**config.mk**
```make
export PLATFORM = sky130hd
export DESIGN_NAME = nios2_oci_dct_packer
export DESIGN_NICKNAME = d
export VERILOG_FILES = /design/src/rtl/nios2_oci_dct_packer.sv
export SDC_FILE = /design/constraint.sdc
export NUM_CORES = 1
export LEC_CHECK = 0
export BUFFER_PORTS_ARGS = -buffer_cell sky130_fd_sc_hd__buf_4
export CORE_ASPECT_RATIO = 1.25
export CORE_UTILIZATION = 55
export CTS_CLUSTER_SIZE = 28
export DETAILED_ROUTE_END_ITERATION = 16
export PLACE_DENSITY_LB_ADDON = 0.05
export SYNTH_ARGS = -nofsm -noshare
export SYNTH_HDL_FRONTEND = slang
export SYNTH_SLANG_ARGS = --single-unit
```
**constraint.sdc**
```tcl
create_clock -name clk -period 3.2 [get_ports clk]
set_input_delay 0.32 -clock clk [delete_from_list [all_inputs] [get_ports clk]]
set_output_delay 0.32 -clock clk [all_outputs]
set_load 0.01 [all_outputs]
```
**src/rtl/nios2_oci_dct_packer.sv**
```systemverilog
// nios2_oci_dct_packer: packs trace atoms into DCT frames with valid/ready output, drop tracking and test-end flush.
// Optional NIOS2_OCI_DCT_PARITY_EN adds out_parity, the XOR of each loaded frame.
module nios2_oci_dct_packer #(
    parameter int ATOM_W = 2,
    parameter int ATOMS  = 15,
    parameter int DROP_W = 8,
    localparam int FW    = ATOM_W * ATOMS,
    localparam int CNT_W = $clog2(ATOMS + 1)
) (
    input  logic              clk,
    input  logic              reset_n,
    input  logic              atom_valid,
    input  logic [ATOM_W-1:0] atom_data,
    input  logic              test_ending,
    output logic [FW-1:0]     dct_buffer,
    output logic [CNT_W-1:0]  dct_count,
    output logic              out_valid,
    input  logic              out_ready,
    output logic [FW-1:0]     out_data,
    output logic [CNT_W-1:0]  out_count,
    output logic              overflow,
    output logic [DROP_W-1:0] drop_count,
`ifdef NIOS2_OCI_DCT_PARITY_EN
    output logic              out_parity,
`endif
    output logic              test_has_ended
);
    typedef enum logic [1:0] {RUN, FLUSH, ENDED} state_t;
    state_t state;
    logic [FW-1:0] merged, load_data;
    logic [CNT_W-1:0] load_count;
    logic take, full, can_load, run_load, flush_load, load, drop;
    always_comb begin
        merged = dct_buffer;
        merged[ATOM_W*dct_count +: ATOM_W] = atom_data;
        take = state == RUN && atom_valid;
        full = dct_count == CNT_W'(ATOMS - 1);
        can_load = !out_valid || out_ready;
        run_load = take && full && can_load;
        drop = take && full && !can_load;
        flush_load = state == FLUSH && dct_count != '0 && can_load;
        load = run_load || flush_load;
        load_data = flush_load ? dct_buffer : merged;
        load_count = flush_load ? dct_count : CNT_W'(ATOMS);
    end
    always_ff @(posedge clk or negedge reset_n) begin
        if (!reset_n) begin
            state <= RUN;
            dct_buffer <= '0;
            dct_count <= '0;
            out_valid <= 1'b0;
            out_data <= '0;
            out_count <= '0;
            overflow <= 1'b0;
            drop_count <= '0;
            test_has_ended <= 1'b0;
`ifdef NIOS2_OCI_DCT_PARITY_EN
            out_parity <= 1'b0;
`endif
        end else begin
            if (load) begin
                out_valid <= 1'b1;
                out_data <= load_data;
                out_count <= load_count;
`ifdef NIOS2_OCI_DCT_PARITY_EN
                out_parity <= ^load_data;
`endif
                dct_buffer <= '0;
                dct_count <= '0;
            end else begin
                if (out_ready) out_valid <= 1'b0;
                if (take && !full) begin
                    dct_buffer <= merged;
                    dct_count <= dct_count + 1'b1;
                end
            end
            // a completing atom with a blocked output register is lost
            if (drop) begin
                overflow <= 1'b1;
                if (drop_count != '1) drop_count <= drop_count + 1'b1;
            end
            case (state)
                RUN: if (test_ending) state <= FLUSH;
                FLUSH: if (dct_count == '0 || can_load) begin
                    state <= ENDED;
                    test_has_ended <= 1'b1;
                end
                default: ;
            endcase
        end
    end
endmodule

```
======== After elaboration in Yosys (flattened, before gate mapping) ========
Index checks and enable logic that the tools add are counted.
storage, ports and cells
  word-level logic and storage cells ...... 53
  output and inout bits ................... 79
  input bits .............................. 7
  register bits ........................... 81
operators by class
  reductions and logical operators ........ 22
  add/sub/neg operators ................... 3
  muxes and demuxes ....................... 12
  equality and inequality tests ........... 5
  shift-type cells ........................ 2
operators with widths
  cell                                                   count
  2-to-1 mux 30 bit                                      3
  negation 5 -> 34 bit                                   1
  variable shift 2 x 34 -> 30 bit, first input constant  1
  variable part select 2 x 34 -> 30 bit                  1
  bitwise mux 30 bit                                     1
  2-to-1 mux 4 bit                                       3
  adder 8 x 1 -> 8 bit, second input constant            1
  inequality test 8 bit, second input constant           1
  logical AND 1 bit                                      7
  nonzero test 2 bit                                     3
  adder 4 x 1 -> 4 bit, second input constant            1
  equality test 4 bit, second input constant             1
  logical NOT 4 bit                                      1
  2-to-1 mux 2 bit                                       2
  case mux 2 bit (2 select lines)                        1
  AND reduction 2 bit                                    2
  nonzero test 4 bit                                     1
  logical NOT 1 bit                                      3
  logical OR 1 bit                                       3
  AND reduction 3 bit                                    1
  equality test 2 x 1 -> 1 bit, second input constant    1
  logical NOT 2 bit                                      1
  2-to-1 mux 1 bit                                       2
  inequality test 2 x 1 -> 1 bit, second input constant  1
  inequality test 2 bit, second input constant           1

======== Longest topological paths before layout ========
Gate-level depths: netlist of run 1.
  depth in word-level cells ............... 6
  depth in mapped cells ................... 9
  gate-level depth less buffers ........... 6

======== Worst setup path before layout of run 1 ========
Ideal clock, no wire load.
  kind .................................... register -> register
  from .................................... register dct_count[0]
  to ...................................... register dct_buffer[24]
  clock period less this slack ............ 2,535 ps
  stages on the path, launching flop included .. 9
  arrival time ............................ 2,411 ps
  buffers on the path ..................... 2
  slack ................................... 665 ps
  setup time .............................. 124 ps
  required time ........................... 3,076 ps
  path through ............................ dfrtp_1 clkbuf_1 inv_1 ha_1 buf_2 nor3_1 o2111ai_1 and3_1 a211o_1
on the way
  cells in the longest elaborated chain, start to end .. 5
  elaborated cells on any way between the ends .. 16
  those cells by class .................... add/sub (1); eq/ne (1); shift (2); mux (3); reduce/logical (9)
ends and longest elaborated chain
  what                                                           line    RTL
  start: declaration                                             16      output logic [CNT_W-1:0] dct_count,
  start signal: assignment                                       74      dct_count <= dct_count + 1'b1;
  negation 5 -> 34 bit (tied with other cells)                   35      merged[ATOM_W*dct_count +: ATOM_W] = atom_data;
  variable part select 2 x 34 -> 30 bit (tied with other cells)  35
  bitwise mux 30 bit (tied with other cells)                     35
  2-to-1 mux 30 bit or logical OR 1 bit (tied branches)          72, 42
  2-to-1 mux 30 bit or nonzero test 2 bit (tied branches)        n/a
  end signal: assignment                                         73      dct_buffer <= merged;
  end: declaration                                               15      output logic [FW-1:0] dct_buffer,
Parallel ways exist; a longest one is shown, timed or not. The select of a mux whose other input is x is not followed.
A chain may end at the register's enable or synchronous reset.

======== Worst setup path after layout of run 1 ========
  from .................................... register dct_count[1]
  to ...................................... register dct_buffer[9]
The elaborated chain is that of the path after synthesis.

==> impl_metrics.yaml, run 1 <==
worst_setup_path:
  slowest_delay_ns: 0.52
  crit_start: "dct_count[1]"
  crit_buf_inv: 1
  worst-setup-path-type: "reg -> reg"
  reg2reg_from: "dct_count[1]"
  cp.arrival_ns: 2.84
  worstPathMaxFanout: 11
  startpoint_type: "flop"
  path_delay_family: "simple AND/OR/NAND/NOR gates"
  reg2reg_slack_ns: 0.61
  crit_slowest_cell: "dfrtp_1"
  worstSetupEndpointType: "flop"
  path_cells: "inv_1 -> ha_1 -> nor3_1 -> o2111ai_1 -> and3_1 -> a211o_1"
  cp.required_ns: 3.45
clocking:
  cts_resized: 0
  root_buffer: "clkbuf_8"
  cts_buffer_depth: 2
  clk_latency_ns: 0.36
  clk_pin_slew_worst_paths_ns: 0.08
  post_cts_buffers: 0
  cts_sinks: 81
  cts_hold_buf: 0
  cts_buffers: 9
  cts_tree: "done"
  cts.htree.levels: 3
power:
  p_comb_share_pct: 34.4
  p_seq_share_pct: 42.5
  leakagePower_nw: 2.63
  p_int_mw: 2.03
  clkPwrFrac_pct: 23.1
  swShare_pct: 34.8
  cellPowerDensity_nw_per_um2: 600
  p_total_mw: 3.12
  ir_worst_vdd_mv: 0.464
  p_sw_mw: 1.09
cells_and_area:
  n_fill_cell: 618
  final_area_um2: 5200
  multiInputGateArea_um2: 2110
  regArea_um2: 2030
  drive_gt1_share_pct: 25.5
  fin_nets: 519
  fin_cells: 601
  syn_to_final_growth_pct: 20.4
  diodes: 0
status:
  status: "finished, final reports clean"
sta:
  max_slew_margin_pct: 31.4
  clock.fmax_mhz: 387
  period_needed_ns: 2.59
  drv_slew: 0
  fin_setup_tns_ns: 0
  finalHoldViolations: 0
  setup_violations: 0
  worstMarginPinSlew_ns: 1.02
  setup_slack_ns: 0.613
  grt_setup_unrepaired: "false"
  fin_crit_sh_pct: 80.8
  finClkSkew_ns: 0.0115
synth:
  synth_nets: 439
  synth_edf_count: 0
  syn_inst: 426
  syn_avg_cell_area_um2: 10.1
  synth_seq_cells: 81
  synth_cell_types: 58
  yosys_warnings: 0
  netlist.area_leader.share_pct: 47.0
  ys_async_sr_fraction_pct: 100
  yosysTopAreaCell: "dfrtp_1"
  synthFlopType: "dfrtp_1"
  synth_top_cells_by_area: "dfrtp_1 47%, mux2i_1 4.4%, a211oi_1 3.7%"
  synth_area_um2: 4320
  ys_seq_area_share_pct: 47.0
floorplanning:
  die_area_um2: 8210
  rows: 35
  die_h_um: 101
  initial_utilization_pct: 57.6
  pin_count: 86
  fp.dieW_um: 81.2
  core_area_um2: 7490
global_routing:
  grt.overflow.total: 0
  track_usage_pct: 30.7
  antenna_found_initial: 0
  grt_pass1_vias: 3579
  grt_max_degree: 82
  grt_pass1_wl_um: 18700
drt:
  final_antenna_net_count: 0
  totalWireLength_um: 11500
  drtPass1Iterations: 4
  viasPerCell: 6.13
  m1WireLength_um: 4940
  wl_per_cell_um: 19.1
  drtIter0Drc: 221
  num_vias: 3685
  route.met3.wl_um: 611
  top_layer_used: "met4"
  route.detailed.drc: 0
  met2_length_um: 5770
job:
  maxCapViolCount: 0
place:
  dp_cells: 587
  port_buffers: 85
  pre_cts_slack_ns: 0.669
  gp_congestion: 0.949
  place_hpwl_um: 7960
  placed_area_um2: 5020
min_path:
  hold_class: "in -> async"
-- cell usage in the layout, fill, tap and decap left out, drive strengths merged, types with 10 or more instances in the layout --
cell    Yosys  layout
and3       21      21
o22ai      16      16
a211oi     21      21
a211o      12      12
nor3       23      23
mux2i      19      19
nand2      27      27
dfrtp      81      81
nor2       28      28
buf        23      97
nand3      22      22
clkbuf      5      11
xnor2      10      10
a21oi      31      31
-- flip-flops by register name, indices dropped and copies added (netlist names) --
name / count
out_count: 4
overflow: 1
out_valid: 1
test_has_ended: 1
drop_count: 8
out_data: 30
state: 2
dct_count: 4
dct_buffer: 30
-- routing by layer --
metal | global-route usage (%) | vias up
li1 | - | 1748
met1 | 41.1 | 1800
met2 | 49.7 | 122
met3 | 3.89 | 15
met4 | 12.6 | 0
met5 | 0 | -
-- worst paths after layout --
path,to,cells past startpoint
max,dct_buffer[9],6
min,drop_count[5],1
max reg2reg,dct_buffer[9],6
min reg2reg,test_has_ended,1
max in group asynchronous,dct_buffer[5],1
min in group clk,state[0],3
-- cell families after synthesis --
family | after synthesis | share of synthesized area (%)
fa+ha+maj | 6 | 1.74
mux | 24 | 5.71
flops | 81 | 47.0
xor+xnor | 10 | 2.20
simple gates | 154 | 19.3
compound gates | 116 | 20.0
buf+inv | 35 | 4.09
-- power groups by stage --
stage | combinational [mW] | clock [mW] | sequential [mW]
floorplan | 0.509 | 0 | 1.42
global placement | 1.07 | 0 | 1.34
detailed placement | 1.07 | 0 | 1.35
CTS | 1.07 | 0.724 | 1.33
global route | 1.17 | 0.764 | 1.35
finish | 1.07 | 0.722 | 1.33
-- Yosys cell counts (6+ instances only) --
library cell and n:
dfrtp_1 81, a21oi_1 30, nand2_1 27, nor2_1 27, a211oi_1 21, and3_1 21
nand3_1 21, nor3_1 21, mux2i_1 19, buf_2 15, o22ai_1 15, a211o_1 12
xnor2_1 9, inv_1 7, ha_1 6
-- layout make-up --
class	count	area share, %
Clock buffer	11	2.53
Clock inverter	3	0.843
Inverter	7	0.506
Multi-Input combinational cell	310	40.6
Sequential cell	81	39.0
Tap cell	92	2.22
Timing Repair Buffer	97	14.3
-- per-stage QoR --
| step | util, % | hold WS [ns] |
|---|---|---|
| after floorplan | - | 0.0244 |
| after global placement | 67.1 | 0.455 |
| after detailed placement | 67.1 | 0.461 |
| after CTS | 69.4 | 0.166 |
| after global routing | 69.4 | 0.230 |
| final | 69.4 | 0.103 |
Power figures use the tool's default switching activity.
==> run 2, diff against run 1 <==
clock period = 2.4 ns   (was 3.2 ns; I/O delays follow)
==> run 2 against run 1 <==
  * Critical path depth did not move
  * Maximum frequency increased by 13%
  * Non-clock buffer count increased by 15
  * Register-to-register slack worse by 0.49 ns
  * Core utilization up 2.7 points
  * Global-route usage barely moved
  * Flip-flop and latch count unchanged
  * Combinational power rose by 46%
  * Critical path type unchanged
  * Largest power group unchanged
  * Highest routed layer unchanged
==> impl_metrics.yaml, run 2 (synthesis gave the netlist of run 1 again) <==
sta:
  period_needed_ns: 2.28
  fin_crit_sh_pct: 95.0
  finalHoldViolations: 0
  clock.fmax_mhz: 439
  setup_violations: 0
  grt_setup_unrepaired: "false"
  fin_setup_tns_ns: 0
  drv_slew: 0
  worstMarginPinSlew_ns: 0.622
  finClkSkew_ns: 0.0123
  max_slew_margin_pct: 58.3
drt:
  top_layer_used: "met4"
  wl_per_cell_um: 18.8
  num_vias: 3805
  route.detailed.drc: 0
  viasPerCell: 6.16
  final_antenna_net_count: 0
  route.met3.wl_um: 601
  met2_length_um: 5880
  totalWireLength_um: 11600
  drtIter0Drc: 272
  m1WireLength_um: 4920
  drtPass1Iterations: 5
worst_setup_path:
  worstSetupEndpointType: "flop"
  worst-setup-path-type: "reg -> reg"
  crit_slowest_cell: "and3b_1"
  cp.arrival_ns: 2.52
  worstPathMaxFanout: 8
  path_cells: "inv_1 -> ha_1 -> and3b_1 -> o211a_4 -> mux2_1 -> a221o_1"
  startpoint_type: "flop"
  slowest_delay_ns: 0.42
  cp.required_ns: 2.64
clocking:
  cts_tree: "done"
  cts_sinks: 81
  root_buffer: "clkbuf_8"
  clk_latency_ns: 0.36
  cts.htree.levels: 3
  clk_pin_slew_worst_paths_ns: 0.08
  cts_buffer_depth: 2
  cts_buffers: 9
cells_and_area:
  drive_gt1_share_pct: 28.9
  syn_to_final_growth_pct: 25.2
  final_cell_mix: "109 x buf_4, 80 x dfrtp_1, 30 x a21oi_1"
  n_fill_cell: 567
  diodes: 0
  fin_cells: 618
  fin_nets: 534
  largest_registers: "dct_buffer x30, out_data x30, drop_count x8"
  final_util_pct: 72.1
  final_common_cell: "buf_4"
global_routing:
  grt_pass1_wl_um: 18900
  grt.overflow.total: 0
  antenna_found_initial: 0
  grt_pass1_vias: 3634
  track_usage_pct: 30.7
  grt_max_degree: 56
floorplanning:
  die_h_um: 101
  die_area_um2: 8210
  core_area_um2: 7490
  fp.dieW_um: 81.2
  rows: 35
  initial_utilization_pct: 57.6
  pin_count: 86
place:
  place_hpwl_um: 8210
  dp_cells: 601
  gp_congestion: 0.937
  port_buffers: 85
power:
  p_total_mw: 4.45
  ir_worst_vdd_mv: 0.677
  cellPowerDensity_nw_per_um2: 824
  leakagePower_nw: 2.73
job:
  maxCapViolCount: 0
min_path:
  hold_class: "in -> reg"
status:
  status: "finished, final reports clean"
run 2: cell types whose count changed in the layout (fill, tap and decap cells not counted), moves of 2 or more:
cell      previous run  this run
clkbuf_1             2         0
buf_4               96       109
nor3_2               1         3
nor3_1              21        19
clkinv_4             1         3
run 2: area by class of cell:
cell class                 instances  area [um^2]  area share [%]
clock inverter                     6         91.3            1.69
multi-input combinational        310         2130            39.4
inverter                           7         30.0           0.556
sequential                        81         2030            37.5
tap                               92          115            2.13
timing repair buffer             112          868            16.1
clock buffer                      10          138            2.55
run 2: report_power, final:
part	switching (mW)	leakage, nW	internal [mW]	total, mW
Clock	0.518	0.116	0.618	1.14
Sequential	0.148	1.04	1.61	1.75
Combinational	0.857	1.57	0.703	1.56
run 2: final timing paths:
kind                                      from             end  slack (ns)  depth (start not counted)
worst min register to register  test_has_ended  test_has_ended        0.48                          1
worst min-delay path               test_ending        state[0]        0.16                          3
worst max register to register    dct_count[1]    out_data[28]        0.12                          6
max in group asynchronous              reset_n    out_data[27]        1.46                          3
worst max-delay path              dct_count[1]    out_data[28]        0.12                          6
min in group asynchronous              reset_n   drop_count[3]        0.33                          2
run 2: per-layer routing:
layer  vias up  global-route usage [%]
met5         -                       0
li1       1778                       -
met2       140                    50.6
met3        19                    4.52
met1      1868                    40.6
met4         0                    11.1
run 2: timing repair:
action | in CTS | in global routing
setup buffers | 0 | 0
setup endpoints to repair | 0 | 5
hold endpoints to repair | 26 | 0
resized for setup | 0 | 3
hold buffers | 1 | 0
run 2: worst max-delay path, delay by kind of cell (launching register included):
family / cells / cell delay, ns
AOI/OAI and AO/OA: 2 / 0.55
and+or+nand+nor: 1 / 0.42
DFF: 1 / 0.38
adders and majority gates: 1 / 0.36
muxes: 1 / 0.33
buffers and inverters: 1 / 0.12
run 2: per-stage QoR:
step	hold slack [ns]	instance area [um^2]	setup WS (ns)
floorplan	-0.0556	4320	0.0502
global placement	0.173	5140	0.155
detailed placement	0.180	5140	0.102
CTS	0.153	5380	0.0962
global route	0.171	5400	0.00537
finish	0.159	5400	0.120
==> run 3, diff against run 2 <==
ABC_AREA = 1   (was default)
==> run 3 against run 2 <==
  * Maximum frequency up 2.6%
  * Wire length down 11%
  * Die area down 4.1%
  * Sequential share of layout area up 2.1 points
  * First-iteration DRC count down 2.2%
  * Count of clock-buffer cells in the layout up 1
  * Power up 34%
==> impl_metrics.yaml, run 3 <==
sta:
  finalHoldViolations: 0
  holdWs_ns: 0.146
  drv_slew: 0
  period_needed_ns: 2.22
  max_slew_margin_pct: 68.4
  setup_violations: 0
  finClkSkew_ns: 0.0149
  fin_crit_sh_pct: 92.6
  clock.fmax_mhz: 450
  worstMarginPinSlew_ns: 0.474
synth:
  synthFlopType: "dfrtp_1"
  yosysTopAreaCell: "dfrtp_1"
  synth_seq_cells: 81
  synth_commonest_cells: "153 x nand2_1, 81 x dfrtp_1, 52 x inv_1"
  synth_most_common_cell: "nand2_1"
  yosys_warnings: 0
  synth_top_cells_by_area: "dfrtp_1 49%, nand2_1 14%, o21ai_0 5.6%"
  synth_cell_types: 32
  synth_area_um2: 4130
  syn_inst: 516
  ys_async_sr_fraction_pct: 100
  netlist.area_leader.share_pct: 49.0
  synth_edf_count: 0
  syn_avg_cell_area_um2: 8.01
  synth_nets: 529
  ys_seq_area_share_pct: 49.0
place:
  place_hpwl_um: 7570
  gp_congestion: 0.912
  placed_area_um2: 4880
  dp_cells: 684
  port_buffers: 85
cells_and_area:
  diodes: 0
  n_fill_cell: 610
  fin_cells: 701
  largest_registers: "dct_buffer x30, out_data x30, drop_count x8"
  drive_gt1_share_pct: 22.5
  fin_nets: 617
  final_cell_mix: "153 x nand2_1, 95 x buf_4, 81 x dfrtp_1"
  final_area_um2: 5110
  final_common_cell: "nand2_1"
  syn_to_final_growth_pct: 23.7
min_path:
  hold_class: "in -> reg"
  min_from: "test_ending"
  whs_endpoint: "state[0]"
  holdPathStages: 3
clocking:
  cts_buffers: 9
  clk_latency_ns: 0.36
  cts_sinks: 81
  post_cts_buffers: 0
  cts.htree.levels: 3
  root_buffer: "clkbuf_8"
  clk_pin_slew_worst_paths_ns: 0.08
  cts_buffer_depth: 2
  cts_tree: "done"
drt:
  drtIter0Drc: 266
  m1WireLength_um: 4400
  top_layer_used: "met4"
  met2_length_um: 5130
  totalWireLength_um: 10300
  num_vias: 3780
  drtPass1Iterations: 4
  final_antenna_net_count: 0
  route.met3.wl_um: 532
  route.detailed.drc: 0
  viasPerCell: 5.39
  wl_per_cell_um: 14.7
floorplanning:
  fp.dieW_um: 79.5
  core_area_um2: 7310
  rows: 35
  pin_count: 86
  die_h_um: 98.9
  initial_utilization_pct: 56.5
  die_area_um2: 7870
global_routing:
  grt_max_degree: 49
  grt_pass1_vias: 3656
  track_usage_pct: 27.6
  grt.overflow.total: 0
  grt_pass1_wl_um: 16700
  antenna_found_initial: 0
worst_setup_path:
  reg2reg_from: "dct_count[1]"
  cp.arrival_ns: 2.43
  crit_start: "dct_count[1]"
  cp.required_ns: 2.61
  worstPathMaxFanout: 13
  r2r_cells: 9
  worstSetupEndpointType: "flop"
  worst-setup-path-type: "reg -> reg"
  worstReg2RegEnd: "dct_buffer[13]"
  startpoint_type: "flop"
  reg2reg_slack_ns: 0.18
power:
  cellPowerDensity_nw_per_um2: 1160
  ir_worst_vdd_mv: 0.669
  leakagePower_nw: 2.70
status:
  status: "finished, final reports clean"
job:
  maxCapViolCount: 0
[run 3: cell types whose count changed after synthesis, sizes merged, moves of 8 or more]
cell,before,now
nor3,23,5
and3,21,0
mux2i,19,0
a22o,0,8
a211oi,21,0
a211o,12,0
inv,7,54
xnor2,10,1
nand2,27,158
o21ai,4,64
a21oi,31,23
nor2,28,41
[run 3: timing repair]
action                                  in CTS  in global routing
hold buffers                                 1                  0
endpoints found under the hold margin       33                  0
endpoints found under the setup margin       6                  9
cloned                                       0                  0
gates resized for setup                      1                  3
[run 3: routing by layer]
metal  vias to the layer above  GRT usage [%]
li1                       1842              -
met1                      1802           33.9
met2                       114           46.7
met3                        22           5.46
met4                         0           11.9
met5                         -              0
[run 3: kinds of logic (layout without fill, tap and decap cells)]
kind of cell | after synthesis | in the layout | share of synthesized area [%]
buffers and inverters | 76 | 169 | 8.44
muxes | 1 | 1 | 0.272
and+or+nand+nor | 240 | 240 | 25.0
AOI/OAI and AO/OA | 106 | 106 | 14.2
DFF | 81 | 81 | 49.0
adders and majority gates | 6 | 6 | 1.82
xor gates and xnor gates | 6 | 6 | 1.27
[run 3: through the flow]
step	setup TNS, ns	power [mW]	util, %	setup WS [ns]
2_1_floorplan	0	3.73	-	0.290
3_3_place_gp	-0.218	4.83	66.7	-0.0655
3_5_place_dp	-0.169	4.88	66.7	-0.0528
4_1_cts	0	5.95	69.8	0.0504
5_1_grt	-0.0222	6.39	69.9	-0.0222
6_report	0	5.95	69.9	0.178
[run 3: critical path: stages, from the launching register on]
cell and delay [ns]:
dfrtp_1 0.58, inv_1 0.18, ha_1 0.28, nand2_4 0.13
nand2_4 0.08, a21oi_4 0.31, nor2_4 0.13, inv_1 0.09
buf_4 0.20, o22ai_1 0.10
[run 3: area by class of cell]
| class | count | area (um^2) | share of cell area [%] |
|---|---|---|---|
| clock buffers | 11 | 151 | 2.96 |
| clock inverters | 5 | 63.8 | 1.25 |
| flip-flops and latches | 81 | 2030 | 39.6 |
| repair buffers | 99 | 783 | 15.3 |
| inverters | 54 | 203 | 3.96 |
| well taps | 92 | 115 | 2.25 |
| multi-input cells | 359 | 1770 | 34.6 |
[run 3: worst max-delay path by stage]
stage	endpoint	depth (start not counted)
floorplan	out_data[28]	12
global placement	out_data[28]	10
detailed placement	out_data[27]	9
CTS	out_data[27]	9
global route	out_data[28]	10
finish	dct_buffer[13]	9
[run 3: power by group]
group	switching (mW)	internal (mW)	total, mW
Clock	0.510	0.543	1.05
Combinational	1.65	1.13	2.78
Sequential	0.326	1.79	2.12
